<file path="config.mk">
export PLATFORM = sky130hd
export DESIGN_NAME = lshift_seq_ctrl
export DESIGN_NICKNAME = d
export VERILOG_FILES = /design/src/rtl/lshift_seq_ctrl.sv
export SDC_FILE = /design/constraint.sdc
export NUM_CORES = 1
export LEC_CHECK = 0
export ABC_AREA = 1
export CORE_ASPECT_RATIO = 1.25
export CORE_UTILIZATION = 24
export CTS_CLUSTER_SIZE = 8
export DETAILED_ROUTE_END_ITERATION = 16
export SLEW_MARGIN = 20
export SYNTH_ARGS = -nofsm -noshare
export SYNTH_HDL_FRONTEND = slang
export SYNTH_SLANG_ARGS = --single-unit
</file>
<file path="constraint.sdc">
create_clock -name clk -period 1.51 [get_ports clk]
set_input_delay 0.151 -clock clk [delete_from_list [all_inputs] [get_ports clk]]
set_output_delay 0.151 -clock clk [all_outputs]
set_load 0.05 [all_outputs]
</file>
<file path="src/rtl/lshift_seq_ctrl.sv">
// Sequencing controller for an external 8-bit, 3-bit-amount combinational left
// shifter: splits a 0..31 shift into passes of at most MAX_STEP, one per clock.
module lshift_seq_ctrl #(
  parameter int DW       = 8,
  parameter int AW       = 5,
  parameter int MAX_STEP = 7
) (
  input  logic          clk,
  input  logic          rst,
  input  logic          in_valid,
  output logic          in_ready,
  input  logic [DW-1:0] in_data,
  input  logic [AW-1:0] in_amt,
  output logic [DW-1:0] sh_data,
  output logic [2:0]    sh_lsel,
  input  logic [DW-1:0] sh_out,
  output logic          out_valid,
  input  logic          out_ready,
  output logic [DW-1:0] out_data,
  output logic          out_ovf,
  output logic [7:0]    done_cnt,
  output logic [1:0]    dbg_state
);

  // Handshakes: a transfer happens on a rising edge where valid && ready;
  // valid never waits on ready, and a raised valid holds until it transfers.

  typedef enum logic [1:0] {
    IDLE  = 2'd0,
    SHIFT = 2'd1,
    DONE  = 2'd2
  } state_t;

  localparam logic [AW-1:0] DW_AMT   = AW'(DW);
  localparam logic [AW-1:0] STEP_MAX = AW'(MAX_STEP);

  state_t        state_q, state_d;
  logic [DW-1:0] acc_q, acc_d;
  logic [AW-1:0] rem_q, rem_d;
  logic [DW-1:0] out_data_q, out_data_d;
  logic          out_ovf_q, out_ovf_d;
  logic [7:0]    done_cnt_q, done_cnt_d;
  logic [AW-1:0] step;

  assign step = (rem_q > STEP_MAX) ? STEP_MAX : rem_q;

  always_ff @(posedge clk) begin
    if (rst) begin
      state_q    <= IDLE;
      acc_q      <= '0;
      rem_q      <= '0;
      out_data_q <= '0;
      out_ovf_q  <= 1'b0;
      done_cnt_q <= '0;
    end else begin
      state_q    <= state_d;
      acc_q      <= acc_d;
      rem_q      <= rem_d;
      out_data_q <= out_data_d;
      out_ovf_q  <= out_ovf_d;
      done_cnt_q <= done_cnt_d;
    end
  end

  always_comb begin
    state_d    = state_q;
    acc_d      = acc_q;
    rem_d      = rem_q;
    out_data_d = out_data_q;
    out_ovf_d  = out_ovf_q;
    done_cnt_d = done_cnt_q;
    in_ready   = 1'b0;
    out_valid  = 1'b0;
    sh_lsel    = 3'd0;

    unique case (state_q)
      IDLE: begin
        in_ready = 1'b1;
        if (in_valid) begin
          acc_d     = in_data;
          rem_d     = in_amt;
          out_ovf_d = (in_amt >= DW_AMT);
          if (in_amt == '0) begin
            out_data_d = in_data;
            state_d    = DONE;
          end else begin
            state_d = SHIFT;
          end
        end
      end
      SHIFT: begin
        // Every pass is issued even once acc has shifted out to zero.
        sh_lsel = step[2:0];
        acc_d   = sh_out;
        rem_d   = rem_q - step;
        if (rem_q == step) begin
          out_data_d = sh_out;
          state_d    = DONE;
        end
      end
      DONE: begin
        out_valid = 1'b1;
        if (out_ready) begin
          done_cnt_d = done_cnt_q + 8'd1;
          state_d    = IDLE;
        end
      end
      default: state_d = IDLE;
    endcase
  end

  assign sh_data   = acc_q;
  assign out_data  = out_data_q;
  assign out_ovf   = out_ovf_q;
  assign done_cnt  = done_cnt_q;
  assign dbg_state = state_q;

endmodule

</file>
==> results of run 1 <==
[through the flow]
step           TNS (ns)  hold slack, ns  std cells  worst slack (ns)  instance area [um^2]
2_1_floorplan         0          0.3069        227          0.001452                  1559
3_3_place_gp          0          0.4580        370           0.03610                  2291
3_5_place_dp          0          0.4624        370          0.007312                  2291
4_1_cts               0          0.4712        377           0.02268                  2380
5_1_grt        -0.03024          0.4875        377          -0.01641                  2380
6_report              0          0.4712        377           0.03719                  2380
[worst max-delay path: stages, from the launching register on]
cell and delay (ns):
dfxtp_2 0.36, inv_4 0.09, nand2_8 0.10, buf_4 0.17
nor2_2 0.15, buf_12 0.15
[area by class of cell]
class,instances,area (um^2),area share [%]
timing repair buffer,66,668.1,28.08
clock buffer,6,72.57,3.049
clock inverter,1,5.005,0.2103
tap,85,106.4,4.469
sequential,32,648.1,27.23
inverter,29,111.4,4.679
multi-input combinational,158,768.2,32.28
[power by group through the flow]
stage | sequential (W) | combinational [W] | clock (W)
4_1_cts | 0.000980 | 0.000920 | 0.000648
5_1_grt | 0.000990 | 0.000984 | 0.000685
6_report | 0.000979 | 0.000914 | 0.000625
3_5_place_dp | 0.000995 | 0.000914 | 0
2_1_floorplan | 0.00120 | 0.000364 | 0
3_3_place_gp | 0.000993 | 0.000909 | 0
[registers in the layout, indices dropped and copies added (netlist names)]
| signal | count |
|---|---|
| sh_data | 8 |
| dbg_state | 2 |
| done_cnt | 8 |
| out_ovf | 1 |
| rem_q | 5 |
| out_data | 8 |
[per-layer routing]
layer / part of all wire [%] / wire length [um] / track usage, % / up-vias
li1: - / - / - / 860
met1: 44 / 1782 / 15.00 / 716
met4: 2.4 / 98 / 7.532 / 0
met2: 49 / 1972 / 21.48 / 46
met3: 5.1 / 206 / 2.997 / 6
met5: 0 / 0 / 0 / -
[timing repair]
item	CTS	global route
gates resized for setup	2	1
setup buffers	0	0
setup endpoints to repair	2	4
[synth_stat cells, drive strengths merged]
cell type / count / area [um^2]
nor2: 40 / 152.6
nand2: 39 / 156.4
a21oi: 35 / 178.9
dfxtp: 32 / 640.6
inv: 29 / 108.9
nand3: 18 / 90.09
o21ai: 18 / 90.09
buf: 5 / 31.28
clkbuf: 3 / 11.26
nor3: 2 / 21.27
o21bai: 2 / 15.01
ha: 1 / 12.51
nand3b: 1 / 7.510
nor3b: 1 / 7.510
xor2: 1 / 8.760
[how the worst max path moves through the flow]
stage | from | cells past startpoint | end | slack [ns]
CTS | dbg_state[1] | 5 | sh_lsel[1] | 0.02
global route | dbg_state[1] | 5 | sh_lsel[0] | -0.02
global placement | out_ready | 7 | done_cnt[6] | 0.04
floorplan | dbg_state[1] | 8 | out_data[7] | 0.001
finish | dbg_state[1] | 5 | sh_lsel[1] | 0.04
detailed placement | out_ready | 7 | done_cnt[6] | 0.007
[cell families (layout without fill, tap and decap cells)]
family / count (synthesis) / in the layout / synth area share (%)
AOI/OAI and AO/OA: 55 / 55 / 18.53
xor gates and xnor gates: 1 / 1 / 0.5715
adders and majority gates: 1 / 1 / 0.8162
buffers and inverters: 37 / 102 / 9.877
DFF: 32 / 32 / 41.80
and+or+nand+nor: 101 / 101 / 28.41
==> metrics.csv, run 1 <==
metric,value,unit
status,"complete, no violations",
cts_root_buffer,clkbuf_8,
coreArea,0.006166,mm^2
drive_above_1_share,21.92,%
cp-end-kind,output port,
ios,57,
r2r_cells,8,
skew,0.003885,ns
utilization,38.60,%
cts_htree_levels,2,
vias,1628,
firstDrtPassIters,4,
syn_nets,253,
ant_nets,0,
min_to,rem_q[2],
placementRows,32,
min-delay-path-class,reg2reg,
swShare,37.00,%
rsz0062_at_grt,true,
layout_commonest_cell,nand2_1,
die_area,0.006712,mm^2
clockBufferDepth,2,
max_cap_viol_count,0,
crit_arrival,1.32,ns
place_congestion,0.9325,
rr_startpoint,dbg_state[1],
required,1.36,ns
io_buffers,56,
switching_power,0.0009316,W
max_slew_margin,82.85,%
seq_area_frac_synth,41.80,%
combPwrFrac,36.3,%
reg2reg_setup_slack,0.13,ns
yosysWarnings,0,
initial_utilization,24.86,%
hold_violations,0,
wl_per_cell,10.77,um
antenna_found_initial,0,
cts_hold_buf,0,
postSynthCellCount,227,
clk_pin_slew,0.06,ns
p_total,0.002518,W
crit_fanout,16,
drc_errors,0,
dieWidth,73.48,um
post-dp-hpwl,3025,um
peakVddDrop,0.3282,mV
slew_violations,0,
grt_start_max_net_pins,20,
syn_area,0.001533,mm^2
drt-vias-per-instance,4.318,
fill_cells,684,
cts_buffers,5,
setup_viol,0,
clock_power_share,24.8,%
p_seq_share,38.9,%
hold_depth,2,
synth_seq_cells,32,
syn_to_final_growth,55.27,%
most-common-layout-cells,"37 x nand2_1, 35 x nor2_1, 33 x a21oi_1, 33 x buf_4, 28 x dfxtp_1",
wirelength,4059,um
path_class,reg2out,
min_period,1.473,ns
leakagePower,1.064,nW
min_from,rem_q[2],
grt_pass1_vias,1494,
grt_usage,13.02,%
timing.rr.end,out_data[3],
synth_cell_types,22,
cts_tree,built,
overflow,0,
tightest_slew,0.2545,ns
avgSynthCellArea,6.752,um^2
cts.sinks,32,
drtIter0Drc,57,
worstSkewPairLatency,0.29,ns
p_int,0.001586,W
nets,318,
dieHeight,91.35,um
grt_pass1_wl,6706,um
post-route-period-util,97.54,%
diodes,0,
start_kind,register,
powerDensity,1058,mW/mm^2
fmax,679.0,MHz
No activity file was read; power rests on OpenSTA's default activity.
==> run 2: changes to the inputs <==
--- a/config.mk
+++ b/config.mk
@@ -7,9 +7,10 @@
 export LEC_CHECK = 0
 export ABC_AREA = 1
 export CORE_ASPECT_RATIO = 1.25
-export CORE_UTILIZATION = 24
+export CORE_UTILIZATION = 44
 export CTS_CLUSTER_SIZE = 8
 export DETAILED_ROUTE_END_ITERATION = 16
+export PLACE_DENSITY = 0.8
 export SLEW_MARGIN = 20
 export SYNTH_ARGS = -nofsm -noshare
 export SYNTH_HDL_FRONTEND = slang
==> metrics.csv, run 2 (synthesis results as in run 1) <==
metric,value,unit,change
p_int,0.001751,W,+10%
path_class,reg2out,,
stdcell_area,0.002316,mm^2,-2.7%
crit_path_top_delay_cell,dfxtp_1,,
clock_power_share,30.4,%,+5.6 points
start_kind,register,,
grt_start_max_net_pins,20,,unchanged
grt_pass1_wl,6141,um,-8.4%
pre_cts_ws,-0.01333,ns,-0.02064 ns
cts_buffers,5,,unchanged
hold_violations,0,,unchanged
slew_violations,0,,unchanged
nets,316,,-0.63%
dieHeight,67.99,um,-26%
combPwrFrac,33.4,%,-2.9 points
most-common-layout-cells,"37 x nand2_1, 35 x nor2_1, 33 x a21oi_1, 32 x buf_4, 28 x dfxtp_1",,
die_area,0.003725,mm^2,-45%
min_period,1.412,ns,-0.06051 ns
post-route-period-util,93.53,%,-4.0 points
post-dp-hpwl,2858,um,-5.5%
rsz0062_at_grt,false,,
cts_tree,built,,
overflow,0,,unchanged
peakVddDrop,1.046,mV,+220%
ant_nets,0,,unchanged
drive_above_1_share,21.99,%,+0.075 points
cts_htree_levels,2,,unchanged
initial_utilization,47.13,%,+22 points
placementRows,23,,-28%
setup_slack,0.09769,ns,+0.06051 ns
cts_setup_buffers,0,,unchanged
swShare,35.05,%,-2.0 points
drtIter0Drc,29,,-49%
crit_chain,inv_1 -> nand2_1 -> nor2_1 -> nor2_2 -> buf_12,,
required,1.36,ns,about the same
leakagePower,1.067,nW,+0.34%
max_slew_margin,84.67,%,+1.8 points
p_seq_share,36.3,%,-2.6 points
utilization,71.22,%,+33 points
powerDensity,1164,mW/mm^2,+10%
ios,57,,unchanged
tightest_slew,0.2276,ns,-0.02700 ns
cts_hold_buf,0,,unchanged
antenna_found_initial,0,,unchanged
wirelength,3839,um,-5.4%
switching_power,0.0009450,W,+1.4%
grt_pass1_vias,1453,,-2.7%
clk_pin_slew,0.06,ns,about the same
coreArea,0.003252,mm^2,-47%
dieWidth,54.79,um,-25%
io_buffers,56,,unchanged
min-delay-path-class,reg2reg,,
cp-end-kind,output port,,
fmax,708.1,MHz,+4.3%
drt-vias-per-instance,5.003,,+16%
skew,0.005470,ns,+0.001586 ns
worstSkewPairLatency,0.28,ns,about the same
cts.sinks,32,,unchanged
drc_errors,0,,unchanged
cts.repair.resized,0,,-2
max_cap_viol_count,0,,unchanged
wl_per_cell,11.70,um,+8.7%
p_total,0.002696,W,+7.1%
layout_commonest_cell,nand2_1,,
syn_to_final_growth,51.10,%,
placed_cell_area,0.002203,mm^2,-3.8%
status,"complete, no violations",,
grt_usage,22.91,%,+9.9 points
vias,1641,,+0.80%
crit_fanout,5,,-11
clockBufferDepth,2,,unchanged
setup_viol,0,,unchanged
crit_arrival,1.26,ns,-0.06 ns
diodes,0,,unchanged
slowest_delay,0.40,ns,+0.04 ns
cts_root_buffer,clkbuf_8,,
place_congestion,0.8805,,-5.6%
firstDrtPassIters,4,,unchanged
==> run 2: cell count changes in the layout (fill, tap and decap cells not counted) <==
cell	delta
dfxtp_4	+1
nand2_8	-1
buf_4	-1
nand2_4	+1
buf_12	-1
bufinv_16	+1
inv_2	+1
clkbuf_1	-1
dfxtp_2	-1
==> run 2: final timing paths <==
check / to / startpoint / depth (start not counted) / slack, ns
max: sh_lsel[1] / rem_q[3] / 5 / 0.1
min: rem_q[2] / rem_q[2] / 2 / 0.48
max reg2reg: out_data[2] / dbg_state[1] / 8 / 0.14
min reg2reg: rem_q[2] / rem_q[2] / 2 / 0.48
==> run 2: cell type report <==
cell class	count	area (um^2)
clock buffer	5	68.82
clock inverter	3	41.29
fill	293	935.9
inverter	29	108.9
multi-input combinational	158	759.5
sequential	32	650.6
tap	37	46.29
timing repair buffer	64	640.6
==> run 2: stage by stage <==
step	setup TNS, ns	hold WS, ns	cells
after floorplan	0	0.3069	227
after global placement	0	0.4567	320
after detailed placement	-0.01600	0.4660	320
after CTS	0	0.4791	328
after global routing	0	0.5063	328
final	0	0.4828	328
==> run 2: metal layers <==
metal | up-vias | share of wire [%] | global-route usage, %
met5 | - | 0 | 0
met3 | 5 | 5.9 | 4.889
met1 | 726 | 43 | 26.62
met2 | 55 | 50 | 38.86
met4 | 0 | 1.6 | 10.58
li1 | 855 | - | -
==> run 2: worst max-delay path: cells and delay by family (launching register included) <==
family | cells | cell delay, ns
buffers and inverters | 2 | 0.23
flip-flops | 1 | 0.40
AND/OR/NAND/NOR | 3 | 0.36
==> run 2: power by group through the flow <==
stage | sequential [W] | combinational, W | clock (W)
2_1_floorplan | 0.00120 | 0.000364 | 0
4_1_cts | 0.000978 | 0.000904 | 0.000837
5_1_grt | 0.000988 | 0.000973 | 0.000865
3_5_place_dp | 0.000996 | 0.000901 | 0
6_report | 0.000977 | 0.000900 | 0.000818
3_3_place_gp | 0.000993 | 0.000891 | 0
==> run 3: changes to the inputs <==
--- a/config.mk
+++ b/config.mk
@@ -10,7 +10,9 @@
 export CORE_UTILIZATION = 44
 export CTS_CLUSTER_SIZE = 8
 export DETAILED_ROUTE_END_ITERATION = 16
+export HOLD_SLACK_MARGIN = 0.12
 export PLACE_DENSITY = 0.8
+export REMOVE_ABC_BUFFERS = 1
 export SLEW_MARGIN = 20
 export SYNTH_ARGS = -nofsm -noshare
 export SYNTH_HDL_FRONTEND = slang
==> metrics.csv, run 3 (synthesis results as in run 1) <==
metric,value,unit,change
setup_slack,0.08436,ns,-0.01333 ns
crit_path_top_delay_cell,dfxtp_2,,
critPathTopFamily,simple AND/OR/NAND/NOR gates,,
leakagePower,1.079,nW,+1.1%
crit_fanout,8,,+3
drive_above_1_share,20.41,%,-1.6 points
post-route-period-util,94.41,%,+0.88 points
grt_start_max_net_pins,23,,+15%
placementRows,23,,unchanged
place_congestion,0.7916,,-10%
max_slew_margin,58.37,%,-26 points
setup_viol,0,,unchanged
max_cap_viol_count,0,,unchanged
dieHeight,67.99,um,unchanged
p_total,0.002691,W,-0.19%
grt_usage,22.34,%,-0.57 points
drt-vias-per-instance,5.060,,+1.1%
drc_errors,0,,unchanged
wl_per_cell,11.68,um,-0.24%
post-dp-hpwl,2826,um,-1.1%
die_area,0.003725,mm^2,unchanged
firstDrtPassIters,4,,unchanged
overflow,0,,unchanged
required,1.69,ns,+0.33 ns
cts_buffers,5,,unchanged
cts_root_buffer,clkbuf_8,,
clk_pin_slew,0.06,ns,about the same
coreArea,0.003252,mm^2,unchanged
syn_to_final_growth,52.57,%,
dp.cells,323,,+0.94%
clockBufferDepth,2,,unchanged
crit_chain,nor2_1 -> nand2_1 -> nand2_2 -> inv_1 -> a21oi_1 -> nand2_1 -> nand2_1 -> inv_1,,
path_class,reg2reg,,
pre_cts_ws,0.06333,ns,+0.07666 ns
hold_violations,0,,unchanged
whs,0.4776,ns,-0.005145 ns
utilization,71.91,%,+0.69 points
ios,57,,unchanged
crit_arrival,1.61,ns,+0.35 ns
min-delay-path-class,reg2reg,,
cts_tree,built,,
drtIter0Drc,50,,+72%
cts_setup_buffers,0,,unchanged
ant_nets,0,,unchanged
most-common-layout-cells,"37 x nand2_1, 37 x nor2_1, 34 x buf_4, 33 x a21oi_1, 31 x dfxtp_1",,
grt_pass1_vias,1431,,-1.5%
powerDensity,1151,mW/mm^2,-1.2%
io_buffers,56,,unchanged
rsz0062_at_grt,true,,
vias,1675,,+2.1%
nets,319,,+0.95%
path_common_cell,nand2_1,,
fin_cells,331,,+0.91%
antenna_found_initial,0,,unchanged
dieWidth,54.79,um,unchanged
worstSkewPairLatency,0.28,ns,about the same
status,"complete, no violations",,
start_kind,register,,
peakVddDrop,0.8348,mV,-20%
skew,0.004314,ns,-0.001157 ns
wirelength,3865,um,+0.68%
grt_pass1_wl,5961,um,-2.9%
initial_utilization,47.13,%,unchanged
tightest_slew,0.6238,ns,+0.3963 ns
min_period,1.426,ns,+0.01333 ns
fmax,701.4,MHz,-0.93%
slew_violations,0,,unchanged
slowest_delay,0.38,ns,-0.02 ns
cts.sinks,32,,unchanged
path_buf_inv,2,,unchanged
fill_cells,268,,-8.5%
cts_hold_buf,0,,unchanged
cp-end-kind,register,,
cts_htree_levels,2,,unchanged
diodes,0,,unchanged
-- run 3: cell types whose count changed in the layout (fill, tap and decap cells not counted), moves of 2 or more --
cell     before  now
buf_4        32   34
nor2_1       35   37
dfxtp_4       2    0
dfxtp_1      28   31
-- run 3: report_power, final --
group          switching (W)  internal [W]
registers          0.0000567      0.000924
clock network       0.000305      0.000489
logic               0.000564      0.000353
total               0.000926       0.00177
-- run 3: area by class of cell --
cell class / instances / area, um^2 / share of cell area [%]
Clock inverter: 2 / 35.03 / 1.498
Sequential cell: 32 / 641.9 / 27.45
Timing Repair Buffer: 67 / 675.6 / 28.89
Inverter: 29 / 108.9 / 4.655
Clock buffer: 6 / 72.57 / 3.103
Tap cell: 37 / 46.29 / 1.980
Multi-Input combinational cell: 158 / 758.2 / 32.42
-- run 3: worst register-to-register path, cell delays in order (launching register included) --
cell,delay [ns]
dfxtp_2,0.38
nor2_1,0.22
nand2_1,0.12
nand2_2,0.16
inv_1,0.14
a21oi_1,0.14
nand2_1,0.06
nand2_1,0.05
inv_1,0.04
-- run 3: final timing paths --
path / from / endpoint / slack, ns / depth (start not counted)
hold reg to reg: rem_q[2] / rem_q[2] / 0.48 / 2
setup / recovery: dbg_state[0] / rem_q[0] / 0.08 / 8
setup reg to reg: dbg_state[0] / rem_q[0] / 0.08 / 8
hold / removal: rem_q[2] / rem_q[2] / 0.48 / 2
-- run 3: through the flow --
step,TNS (ns),cell area (um^2)
after detailed placement,0,2212
after floorplan,-15.01,1490
after global routing,-0.01283,2338
after CTS,0,2321
final,0,2338
after global placement,0,2212
-- run 3: repair_timing --
action,in CTS,in global routing
setup endpoints to repair,2,8
resized for setup,1,4
gates cloned,0,0
endpoints found under the hold margin,0,0
-- run 3: metal layers --
| layer | track usage (%) | vias to the layer above | share of wire [%] | wire (um) |
|---|---|---|---|---|
| met2 | 35.84 | 42 | 49 | 1901 |
| met3 | 8.667 | 8 | 5.6 | 215 |
| met4 | 9.295 | 0 | 2.1 | 82 |
| met5 | 0 | - | 0 | 0 |
| li1 | - | 857 | - | - |
| met1 | 25.89 | 768 | 43 | 1665 |
